===== config.mk =====
export PLATFORM = sky130hd
export DESIGN_NAME = reg_wb_unit_flat
export DESIGN_NICKNAME = d
export VERILOG_FILES = /design/src/rtl/reg_wb_unit_if.sv /design/src/rtl/reg_wb_unit.sv /design/src/flat_wrapper.sv
export SDC_FILE = /design/constraint.sdc
export NUM_CORES = 1
export LEC_CHECK = 0
export ABC_AREA = 1
export CAP_MARGIN = 5
export CORE_UTILIZATION = 45
export DETAILED_ROUTE_END_ITERATION = 16
export PLACE_DENSITY = 0.82
export SLEW_MARGIN = 20
export SYNTH_ARGS = -nofsm -noshare
export SYNTH_HDL_FRONTEND = slang
export SYNTH_SLANG_ARGS = --single-unit

===== constraint.sdc =====
create_clock -name clk -period 3.4 [get_ports clk]
set_input_delay 0.68 -clock clk [delete_from_list [all_inputs] [get_ports clk]]
set_output_delay 0.68 -clock clk [all_outputs]
set_load 0.01 [all_outputs]

===== src/rtl/reg_wb_unit_if.sv =====
// Bus bundle between the pipeline and the register-file writeback unit.
// The unit owns the ready/busy/writeback side; the pipeline drives the rest.
interface reg_wb_unit_if #(
  parameter int unsigned XLEN     = 32,
  parameter int unsigned REG_AW   = 4,
  parameter int unsigned LQ_DEPTH = 4
);
  localparam int unsigned CNT_W = $clog2(LQ_DEPTH) + 1;

  // ALU result offer
  logic              alu_valid;
  logic              alu_ready;
  logic [REG_AW-1:0] alu_rd;
  logic [XLEN-1:0]   alu_result;

  // Load issue and in-order response
  logic              ld_issue_valid;
  logic              ld_issue_ready;
  logic [REG_AW-1:0] ld_issue_rd;
  logic              ld_resp_valid;
  logic [XLEN-1:0]   ld_resp_data;

  // Decode hazard query
  logic [REG_AW-1:0] chk_rs1;
  logic [REG_AW-1:0] chk_rs2;
  logic              rs1_busy;
  logic              rs2_busy;

  // Register-file write port and status
  logic [REG_AW-1:0] wb_rd;
  logic [XLEN-1:0]   wb_result;
  logic              wb_reg_write;
  logic [CNT_W-1:0]  lq_count;
  logic              ld_err;

  modport master (
    output alu_valid, alu_rd, alu_result,
    output ld_issue_valid, ld_issue_rd, ld_resp_valid, ld_resp_data,
    output chk_rs1, chk_rs2,
    input  alu_ready, ld_issue_ready, rs1_busy, rs2_busy,
    input  wb_rd, wb_result, wb_reg_write, lq_count, ld_err
  );

  modport slave (
    input  alu_valid, alu_rd, alu_result,
    input  ld_issue_valid, ld_issue_rd, ld_resp_valid, ld_resp_data,
    input  chk_rs1, chk_rs2,
    output alu_ready, ld_issue_ready, rs1_busy, rs2_busy,
    output wb_rd, wb_result, wb_reg_write, lq_count, ld_err
  );
endinterface


===== src/rtl/reg_wb_unit.sv =====
// Integer register-file writeback: merges ALU results and in-order load
// responses onto one write port, tracking pending loads for hazard stalls.
module reg_wb_unit #(
  parameter int unsigned XLEN     = 32,
  parameter int unsigned REG_AW   = 4,
  parameter int unsigned LQ_DEPTH = 4
) (
  input logic          clk,
  input logic          rst_n,
  reg_wb_unit_if.slave bus
);
  localparam int unsigned PTR_W = $clog2(LQ_DEPTH);
  localparam int unsigned CNT_W = PTR_W + 1;
  localparam int unsigned NREG  = 1 << REG_AW;

  typedef struct packed {
    logic [REG_AW-1:0] rd;
    logic [XLEN-1:0]   data;
  } wr_entry_t;

  // Load queue holds only destination registers; data arrives with the response.
  logic [REG_AW-1:0] lq_rd [LQ_DEPTH];
  logic [PTR_W-1:0]  head_q, tail_q;
  logic [CNT_W-1:0]  count_q, count_nxt;
  logic [NREG-1:0]   busy_q, busy_nxt;

  logic              skid_valid_q, skid_valid_nxt;
  wr_entry_t         skid_q, skid_nxt;

  logic [REG_AW-1:0] wb_rd_q;
  logic [XLEN-1:0]   wb_result_q;
  logic              wb_reg_write_q;
  logic              ld_err_q;

  logic              lq_empty_c;
  logic              ld_pop_c;
  logic              alu_ready_c;
  logic              alu_fire_c;
  logic              issue_ready_c;
  logic              issue_fire_c;
  logic [REG_AW-1:0] head_rd_c;

  logic              sel_valid_c;
  wr_entry_t         sel_c;

  // Handshake qualification from current state only
  always_comb begin
    lq_empty_c    = (count_q == '0);
    head_rd_c     = lq_rd[head_q];
    ld_pop_c      = bus.ld_resp_valid && !lq_empty_c;
    alu_ready_c   = !skid_valid_q && !busy_q[bus.alu_rd];
    alu_fire_c    = bus.alu_valid && alu_ready_c;
    issue_ready_c = (count_q < CNT_W'(LQ_DEPTH)) && !busy_q[bus.ld_issue_rd];
    issue_fire_c  = bus.ld_issue_valid && issue_ready_c;
  end

  // Writeback source select: load response, then skid, then direct ALU
  always_comb begin
    sel_valid_c = 1'b0;
    sel_c       = '0;
    if (ld_pop_c) begin
      sel_valid_c = 1'b1;
      sel_c.rd    = head_rd_c;
      sel_c.data  = bus.ld_resp_data;
    end else if (skid_valid_q) begin
      sel_valid_c = 1'b1;
      sel_c       = skid_q;
    end else if (alu_fire_c) begin
      sel_valid_c = 1'b1;
      sel_c.rd    = bus.alu_rd;
      sel_c.data  = bus.alu_result;
    end
  end

  // Skid captures an ALU result that lost arbitration to a load response
  always_comb begin
    skid_valid_nxt = skid_valid_q;
    skid_nxt       = skid_q;
    if (alu_fire_c && ld_pop_c) begin
      skid_valid_nxt = 1'b1;
      skid_nxt.rd    = bus.alu_rd;
      skid_nxt.data  = bus.alu_result;
    end else if (skid_valid_q && !ld_pop_c) begin
      skid_valid_nxt = 1'b0;
    end
  end

  // Scoreboard and occupancy update; x0 is never marked busy
  always_comb begin
    busy_nxt = busy_q;
    if (ld_pop_c) busy_nxt[head_rd_c] = 1'b0;
    if (issue_fire_c && (bus.ld_issue_rd != '0)) busy_nxt[bus.ld_issue_rd] = 1'b1;
    busy_nxt[0] = 1'b0;

    count_nxt = count_q;
    case ({issue_fire_c, ld_pop_c})
      2'b10:   count_nxt = count_q + CNT_W'(1);
      2'b01:   count_nxt = count_q - CNT_W'(1);
      default: count_nxt = count_q;
    endcase
  end

  always_ff @(posedge clk) begin
    if (!rst_n) begin
      for (int i = 0; i < int'(LQ_DEPTH); i++) lq_rd[i] <= '0;
      head_q         <= '0;
      tail_q         <= '0;
      count_q        <= '0;
      busy_q         <= '0;
      skid_valid_q   <= 1'b0;
      skid_q         <= '0;
      wb_rd_q        <= '0;
      wb_result_q    <= '0;
      wb_reg_write_q <= 1'b0;
      ld_err_q       <= 1'b0;
    end else begin
      if (issue_fire_c) begin
        lq_rd[tail_q] <= bus.ld_issue_rd;
        tail_q        <= tail_q + PTR_W'(1);
      end
      if (ld_pop_c) head_q <= head_q + PTR_W'(1);
      count_q      <= count_nxt;
      busy_q       <= busy_nxt;
      skid_valid_q <= skid_valid_nxt;
      skid_q       <= skid_nxt;

      // A write to x0 is consumed but never reaches the register file
      if (sel_valid_c) begin
        wb_rd_q        <= sel_c.rd;
        wb_result_q    <= sel_c.data;
        wb_reg_write_q <= (sel_c.rd != '0);
      end else begin
        wb_reg_write_q <= 1'b0;
      end

      if (bus.ld_resp_valid && lq_empty_c) ld_err_q <= 1'b1;
    end
  end

  // Hazard query covers scoreboard, skid and the in-flight output stage
  always_comb begin
    bus.rs1_busy = (bus.chk_rs1 != '0) &&
                   (busy_q[bus.chk_rs1] ||
                    (skid_valid_q && (skid_q.rd == bus.chk_rs1)) ||
                    (wb_reg_write_q && (wb_rd_q == bus.chk_rs1)));
    bus.rs2_busy = (bus.chk_rs2 != '0) &&
                   (busy_q[bus.chk_rs2] ||
                    (skid_valid_q && (skid_q.rd == bus.chk_rs2)) ||
                    (wb_reg_write_q && (wb_rd_q == bus.chk_rs2)));
  end

  assign bus.alu_ready      = alu_ready_c;
  assign bus.ld_issue_ready = issue_ready_c;
  assign bus.wb_rd          = wb_rd_q;
  assign bus.wb_result      = wb_result_q;
  assign bus.wb_reg_write   = wb_reg_write_q;
  assign bus.lq_count       = count_q;
  assign bus.ld_err         = ld_err_q;

endmodule


===== src/flat_wrapper.sv =====
// flat-port wrapper written by rule: the top's interface ports become plain ports
module reg_wb_unit_flat 
#(
  parameter int unsigned XLEN     = 32,
  parameter int unsigned REG_AW   = 4,
  parameter int unsigned LQ_DEPTH = 4
)
  (clk, rst_n, bus_alu_valid, bus_alu_rd, bus_alu_result, bus_ld_issue_valid, bus_ld_issue_rd, bus_ld_resp_valid, bus_ld_resp_data, bus_chk_rs1, bus_chk_rs2, bus_alu_ready, bus_ld_issue_ready, bus_rs1_busy, bus_rs2_busy, bus_wb_rd, bus_wb_result, bus_wb_reg_write, bus_lq_count, bus_ld_err);
  reg_wb_unit_if #(.XLEN(XLEN), .REG_AW(REG_AW), .LQ_DEPTH(LQ_DEPTH)) bus_i ();
  input logic clk;
  input logic rst_n;
  input wire logic [$bits(bus_i.alu_valid)-1:0] bus_alu_valid;
  input wire logic [$bits(bus_i.alu_rd)-1:0] bus_alu_rd;
  input wire logic [$bits(bus_i.alu_result)-1:0] bus_alu_result;
  input wire logic [$bits(bus_i.ld_issue_valid)-1:0] bus_ld_issue_valid;
  input wire logic [$bits(bus_i.ld_issue_rd)-1:0] bus_ld_issue_rd;
  input wire logic [$bits(bus_i.ld_resp_valid)-1:0] bus_ld_resp_valid;
  input wire logic [$bits(bus_i.ld_resp_data)-1:0] bus_ld_resp_data;
  input wire logic [$bits(bus_i.chk_rs1)-1:0] bus_chk_rs1;
  input wire logic [$bits(bus_i.chk_rs2)-1:0] bus_chk_rs2;
  output wire logic [$bits(bus_i.alu_ready)-1:0] bus_alu_ready;
  output wire logic [$bits(bus_i.ld_issue_ready)-1:0] bus_ld_issue_ready;
  output wire logic [$bits(bus_i.rs1_busy)-1:0] bus_rs1_busy;
  output wire logic [$bits(bus_i.rs2_busy)-1:0] bus_rs2_busy;
  output wire logic [$bits(bus_i.wb_rd)-1:0] bus_wb_rd;
  output wire logic [$bits(bus_i.wb_result)-1:0] bus_wb_result;
  output wire logic [$bits(bus_i.wb_reg_write)-1:0] bus_wb_reg_write;
  output wire logic [$bits(bus_i.lq_count)-1:0] bus_lq_count;
  output wire logic [$bits(bus_i.ld_err)-1:0] bus_ld_err;
  assign bus_i.alu_valid = bus_alu_valid;
  assign bus_i.alu_rd = bus_alu_rd;
  assign bus_i.alu_result = bus_alu_result;
  assign bus_i.ld_issue_valid = bus_ld_issue_valid;
  assign bus_i.ld_issue_rd = bus_ld_issue_rd;
  assign bus_i.ld_resp_valid = bus_ld_resp_valid;
  assign bus_i.ld_resp_data = bus_ld_resp_data;
  assign bus_i.chk_rs1 = bus_chk_rs1;
  assign bus_i.chk_rs2 = bus_chk_rs2;
  assign bus_alu_ready = bus_i.alu_ready;
  assign bus_ld_issue_ready = bus_i.ld_issue_ready;
  assign bus_rs1_busy = bus_i.rs1_busy;
  assign bus_rs2_busy = bus_i.rs2_busy;
  assign bus_wb_rd = bus_i.wb_rd;
  assign bus_wb_result = bus_i.wb_result;
  assign bus_wb_reg_write = bus_i.wb_reg_write;
  assign bus_lq_count = bus_i.lq_count;
  assign bus_ld_err = bus_i.ld_err;
  reg_wb_unit #(.XLEN(XLEN), .REG_AW(REG_AW), .LQ_DEPTH(LQ_DEPTH)) u_core (.clk(clk), .rst_n(rst_n), .bus(bus_i));
endmodule

# Yosys cells after proc, flatten, opt, wreduce, memory -nomap -nowiden
# Memories as Yosys holds them, arrays and structs flattened. A register that Yosys moved wholly into a read port is not among the register bits.
# Cells that the tools add are included.
# op_classes
n_reduce_logical,35
n_eq_ne,6
n_bitwise,3
n_lt_le_gt_ge,8
n_addsub,4
muxes,32
# op_table
cell,count
36-bit 2-to-1 mux,3
16-bit 2-to-1 mux,2
4-bit by 5-bit < comparator with 1-bit output (second input constant),5
1-bit logical AND,17
16-bit AND,1
1-bit binary-select mux with 4-bit select,4
4-bit == test,4
1-bit 2-to-1 mux,16
16-bit inverter,1
16-bit OR,1
4-bit nonzero test,4
1-bit demux with 4-bit select,2
4-bit by 1-bit >= comparator with 1-bit output (second input constant),2
2-bit 2-to-1 mux,3
3-bit one-hot mux with 2 select lines,1
1-bit zero test,5
2-bit by 1-bit adder with 2-bit output (second input constant),2
1-bit logical OR,4
4-bit 2-to-1 mux,1
2-bit nonzero test,2
4-bit OR reduction,1
3-bit by 1-bit adder with 3-bit output (second input constant),1
3-bit zero test,1
3-bit < comparator (second input constant),1
other kinds (4),4
# totals
out_inout_bits,45
inputBits,85
elab_cells,101
n_memories,1
register_bits,98
ram_bits,16
# mem_list
name,words,width,read_ports,rd_clocked_by_memory_dff,write_ports,line,rtl
u_core.lq_rd,4,4,1,1,4,reg_wb_unit.sv:22,logic [REG_AW-1:0] lq_rd [LQ_DEPTH];

# Logic depth before layout (Yosys ltp)
# logic_depth
ltp_word,10
ltp_mapped,15
depth_no_buf,15

# Worst setup path after synthesis
# OpenSTA, ideal clock, no wires.
# synth_path
kind,in2reg
startpoint,input bus_ld_issue_rd[0]
endpoint,register u_core.count_q[2] (netlist: u_core.bus.lq_count[2])
arrival_time_ns,2.443
t_required_ns,3.278
setup_time_ns,0.122
stages,14
setup_slack_ns,0.834
path_cell_list,nor2_1 nand2_1 o21ai_0 o21ai_0 nand3_1 nor2_2 nand2_2 ha_1 inv_1 fa_1 a21oi_1 o21ai_0 o21ai_0 a21oi_1
# synth_via
elab_chain_cells,7
elab_cells_between_ends,9
classes_between,eq/ne: 2; mux: 3; reduce/logical: 4
# synth_rtl
element,line,rtl
"start, declared",flat_wrapper.sv:16,input wire logic [$bits(bus_i.ld_issue_rd)-1:0] bus_ld_issue_rd;
1-bit binary-select mux with 4-bit select *,reg_wb_unit.sv:53,issue_ready_c = (count_q < CNT_W'(LQ_DEPTH)) && !busy_q[bus.ld_issue_rd];
1-bit 2-to-1 mux (implied by the code) *,reg_wb_unit.sv:53,
1-bit zero test *,reg_wb_unit.sv:53,
1-bit logical AND *,reg_wb_unit.sv:53,
named net bus_ld_issue_ready,flat_wrapper.sv:22,output wire logic [$bits(bus_i.ld_issue_ready)-1:0] bus_ld_issue_ready;
1-bit logical AND *,reg_wb_unit.sv:54,issue_fire_c = bus.ld_issue_valid && issue_ready_c;
2-bit by 1-bit == test with 1-bit output / 2-bit == test (equally long branches),reg_wb_unit.sv:96,"case ({issue_fire_c, ld_pop_c})"
3-bit one-hot mux with 2 select lines / 2-bit nonzero test (equally long branches),n/a,
"end signal, assigned",reg_wb_unit.sv:122,count_q <= count_nxt;
"end, declared",reg_wb_unit.sv:24,"logic [CNT_W-1:0] count_q, count_nxt;"
# Mark *: on every way through the listed nets, which the timed path passes. The rest lies on a longest branch. The select of a mux whose other input is x is not followed.
# A chain may end at the register's enable or synchronous reset.

# Final worst setup path
# layout_path
startpoint,input bus_ld_issue_rd[0]
endpoint,output bus_ld_issue_ready
# layout_via
elab_chain_cells,4
# layout_rtl
element,line
1-bit binary-select mux with 4-bit select,reg_wb_unit.sv:53
1-bit 2-to-1 mux (implied by the code),reg_wb_unit.sv:53
1-bit zero test,reg_wb_unit.sv:53
1-bit logical AND,reg_wb_unit.sv:53
"end, declared",flat_wrapper.sv:22
# Every way passes these cells. The select of a mux whose other input is x is not followed.

==> results_dict.tcl <==
set metrics [dict create \
    status "complete, no violations" \
    die_area_um2 13600 \
    yosysWarnings 0 \
    rsz0062_at_grt "no" \
    post-route-min-period_ns 3.30 \
    remaining_drc_errors 0 \
    synth_area_um2 5920 \
    grt_max_degree 53 \
    hold_path.class "reg -> reg" \
    grt_pass1_vias 5613 \
    cts-root-buf "clkbuf_16" \
    finalCoreUtilization_pct 62.6 \
    grt_usage_pct 25.5 \
    n_antenna_cell 0 \
    final-hold-violation-count 0 \
    synth_cells 784 \
    routed_wl_um 16900 \
    antenna_found_initial 0 \
    synth-seq-cells 115 \
    ios 130 \
    vias 5946 \
    die_width_um 117 \
    yosysSeqAreaShare_pct 41.6 \
    register_area_um2 2460 \
    fin_tns_setup_ns 0 \
    leakagePower_nw 3.15 \
    synth_nets 871 \
    insertion_delay_ns 0.41 \
    final_area_um2 7970 \
    max_freq_mhz 303 \
    io_buffers 129 \
    htree_levels 4 \
    wire_per_inst_um 15.4 \
    power_density_nw_per_um2 655 \
    syn_to_final_growth_pct 34.6 \
    yosysMostFrequentCell "nand2_1" \
    coreArea_um2 12700 \
    yosys_most_used_dff "dfxtp_1" \
    slew_viol_final 0 \
    routabilityCongestion 0.905 \
    clock_skew_ns 0.00819 \
    viasPerCell 5.43 \
    synth_common_cells "nand2_1 (158), dfxtp_1 (99), a21oi_1 (88)" \
    multi_input_area_um2 2910 \
    cts_tree "done" \
    clockBufferDepth 2 \
    cts.clk_slew.worst_paths_ns 0.05 \
    start_util_pct 46.5 \
    antenna_left 0 \
    place_hpwl_um 11700 \
    drive_gt1_share_pct 9.85 \
    synthArstFlopShare_pct 0 \
    gr-total-overflow 0 \
    cts_made_buffers 17 \
    critical_path_required_ns 2.72 \
    worstSetupPathType "in -> out" \
    ys_types 45 \
    die_h_um 117 \
    cts_sinks 115 \
    drt_first_pass_iters 5 \
    placed_area_um2 7310 \
    synth.top_cell.area_share_pct 33.5 \
    cp_max_fo 5 \
    grt_pass1_wl_um 26800 \
    synth_top_area_cell "dfxtp_1" \
    worstMarginPinSlew_ns 0.582 \
    drt_iter0_drc 517 \
    worstSetupStartpointType "input pin" \
    fillers 1114 \
    cp.arrival_ns 2.62 \
    vdd_drop_max_v 0.000392 \
    rows 41 \
    fin_nets 998 \
    endpoint_kind "output pin" \
    post-route-period-util_pct 97.1 \
    synth_edf_count 16 \
    synthTopCellsByArea "dfxtp_1 (34%), nand2_1 (10%), edfxtp_1 (8.1%), a21oi_1 (7.4%), o21ai_0 (6.0%)" \
    syn_avg_cell_area_um2 7.55 \
    setup_viol 0 \
    slew_headroom_pct 61.2 \
    max_cap_viol_count 0 \
]
worst max-delay path: stages:
cell,delay [ns]
clkdlybuf4s50_1,0.55
inv_1,0.14
nand2_2,0.14
o22ai_1,0.09
o21ai_0,0.17
nand3_1,0.14
nor2_2,0.15
clkdlybuf4s50_1,0.56
metrics by stage:
stage / total power, mW / hold WS, ns / instances / worst slack, ns
after floorplan: 2.77 / 0.436 / 784 / 0.834
after global placement: 3.40 / 0.443 / 1060 / 0.101
after detailed placement: 3.42 / 0.448 / 1060 / 0.0913
after CTS: 5.23 / 0.461 / 1092 / 0.0933
after global routing: 5.50 / 0.477 / 1096 / 0.00782
final: 5.22 / 0.458 / 1096 / 0.0989
cells in the final DEF, fill, tap and decap left out, drive strengths merged:
cell type      instances
a211oi                18
a21oi                 88
a221oi                 2
a22oi                 19
a31oi                  2
a32o                   1
a32oi                  1
a41oi                  1
buf                   20
bufinv                 2
clkbuf                24
clkdlybuf4s50        126
clkinv                 3
clkinvlp               4
dfxtp                 99
dlymetal6s2s           3
edfxtp                16
fa                     1
ha                     1
inv                   78
nand2                162
nand3                 41
nand3b                 1
nand4                 13
nor2                  62
nor3                   4
nor4                   1
o211ai                 1
o21ai                 83
o21bai                19
o22ai                 19
o31ai                  4
o41ai                  1
xnor2                  4
routing by layer:
metal  up-vias  GRT usage, %  share of wire, %
li1       2939             -                 -
met1      2727          32.8                44
met2       247          40.9                47
met3        33          5.97               7.0
met4         0          11.0               2.4
met5         -             0                 0
timing repair:
item                                   in CTS  in global routing
endpoints found under the hold margin       0                  0
setup endpoints to repair                   0                  2
gates resized for setup                     0                  7
setup buffers                               0                  3
hold buffers                                0                  0
power breakdown:
part / total (mW) / switching (mW) / internal (mW)
sequential: 1.80 / 0.175 / 1.63
clock: 1.79 / 0.601 / 1.19
combinational: 1.62 / 0.921 / 0.704
total: 5.22 / 1.70 / 3.52
flip-flops by register name (all words and copies together) (netlist names), named ones only:
signal and cells:
u_core.bus.lq_count 3, u_core.skid_q 36, u_core.head_q 2, u_core.skid_valid_q 1, u_core.bus.wb_rd 4, u_core.lq_rd 16, u_core.bus.wb_result 32, u_core.bus.ld_err 1
u_core.tail_q 2, u_core.busy_q 15, u_core.bus.wb_reg_write 1
worst paths after layout:
| kind | from | to | slack, ns | cells past startpoint |
|---|---|---|---|---|
| worst min-delay path | u_core.bus.ld_err | u_core.bus.ld_err | 0.46 | 2 |
| worst max-delay path | bus_ld_issue_rd[0] | bus_ld_issue_ready | 0.1 | 8 |
| worst max register to register | u_core.busy_q[10] | u_core.lq_rd[3][0] | 1.13 | 10 |
| worst min register to register | u_core.bus.ld_err | u_core.bus.ld_err | 0.46 | 2 |
logic make-up after synthesis:
family	Yosys count	synth area share, %
buf+inv	120	9.24
fa+ha+maj	2	0.550
flops	115	41.6
compound gates	259	26.8
xor+xnor	4	0.592
simple gates	284	21.2
final cells by class:
type	count	share of cell area, %
Multi-Input combinational cell	549	36.6
Sequential cell	115	30.9
Tap cell	172	2.70
Timing Repair Buffer	149	18.3
Clock inverter	8	1.21
Inverter	78	3.75
Timing Repair inverter	1	0.0628
Clock buffer	24	6.42
Note: power is estimated with default switching activity, not from simulation.
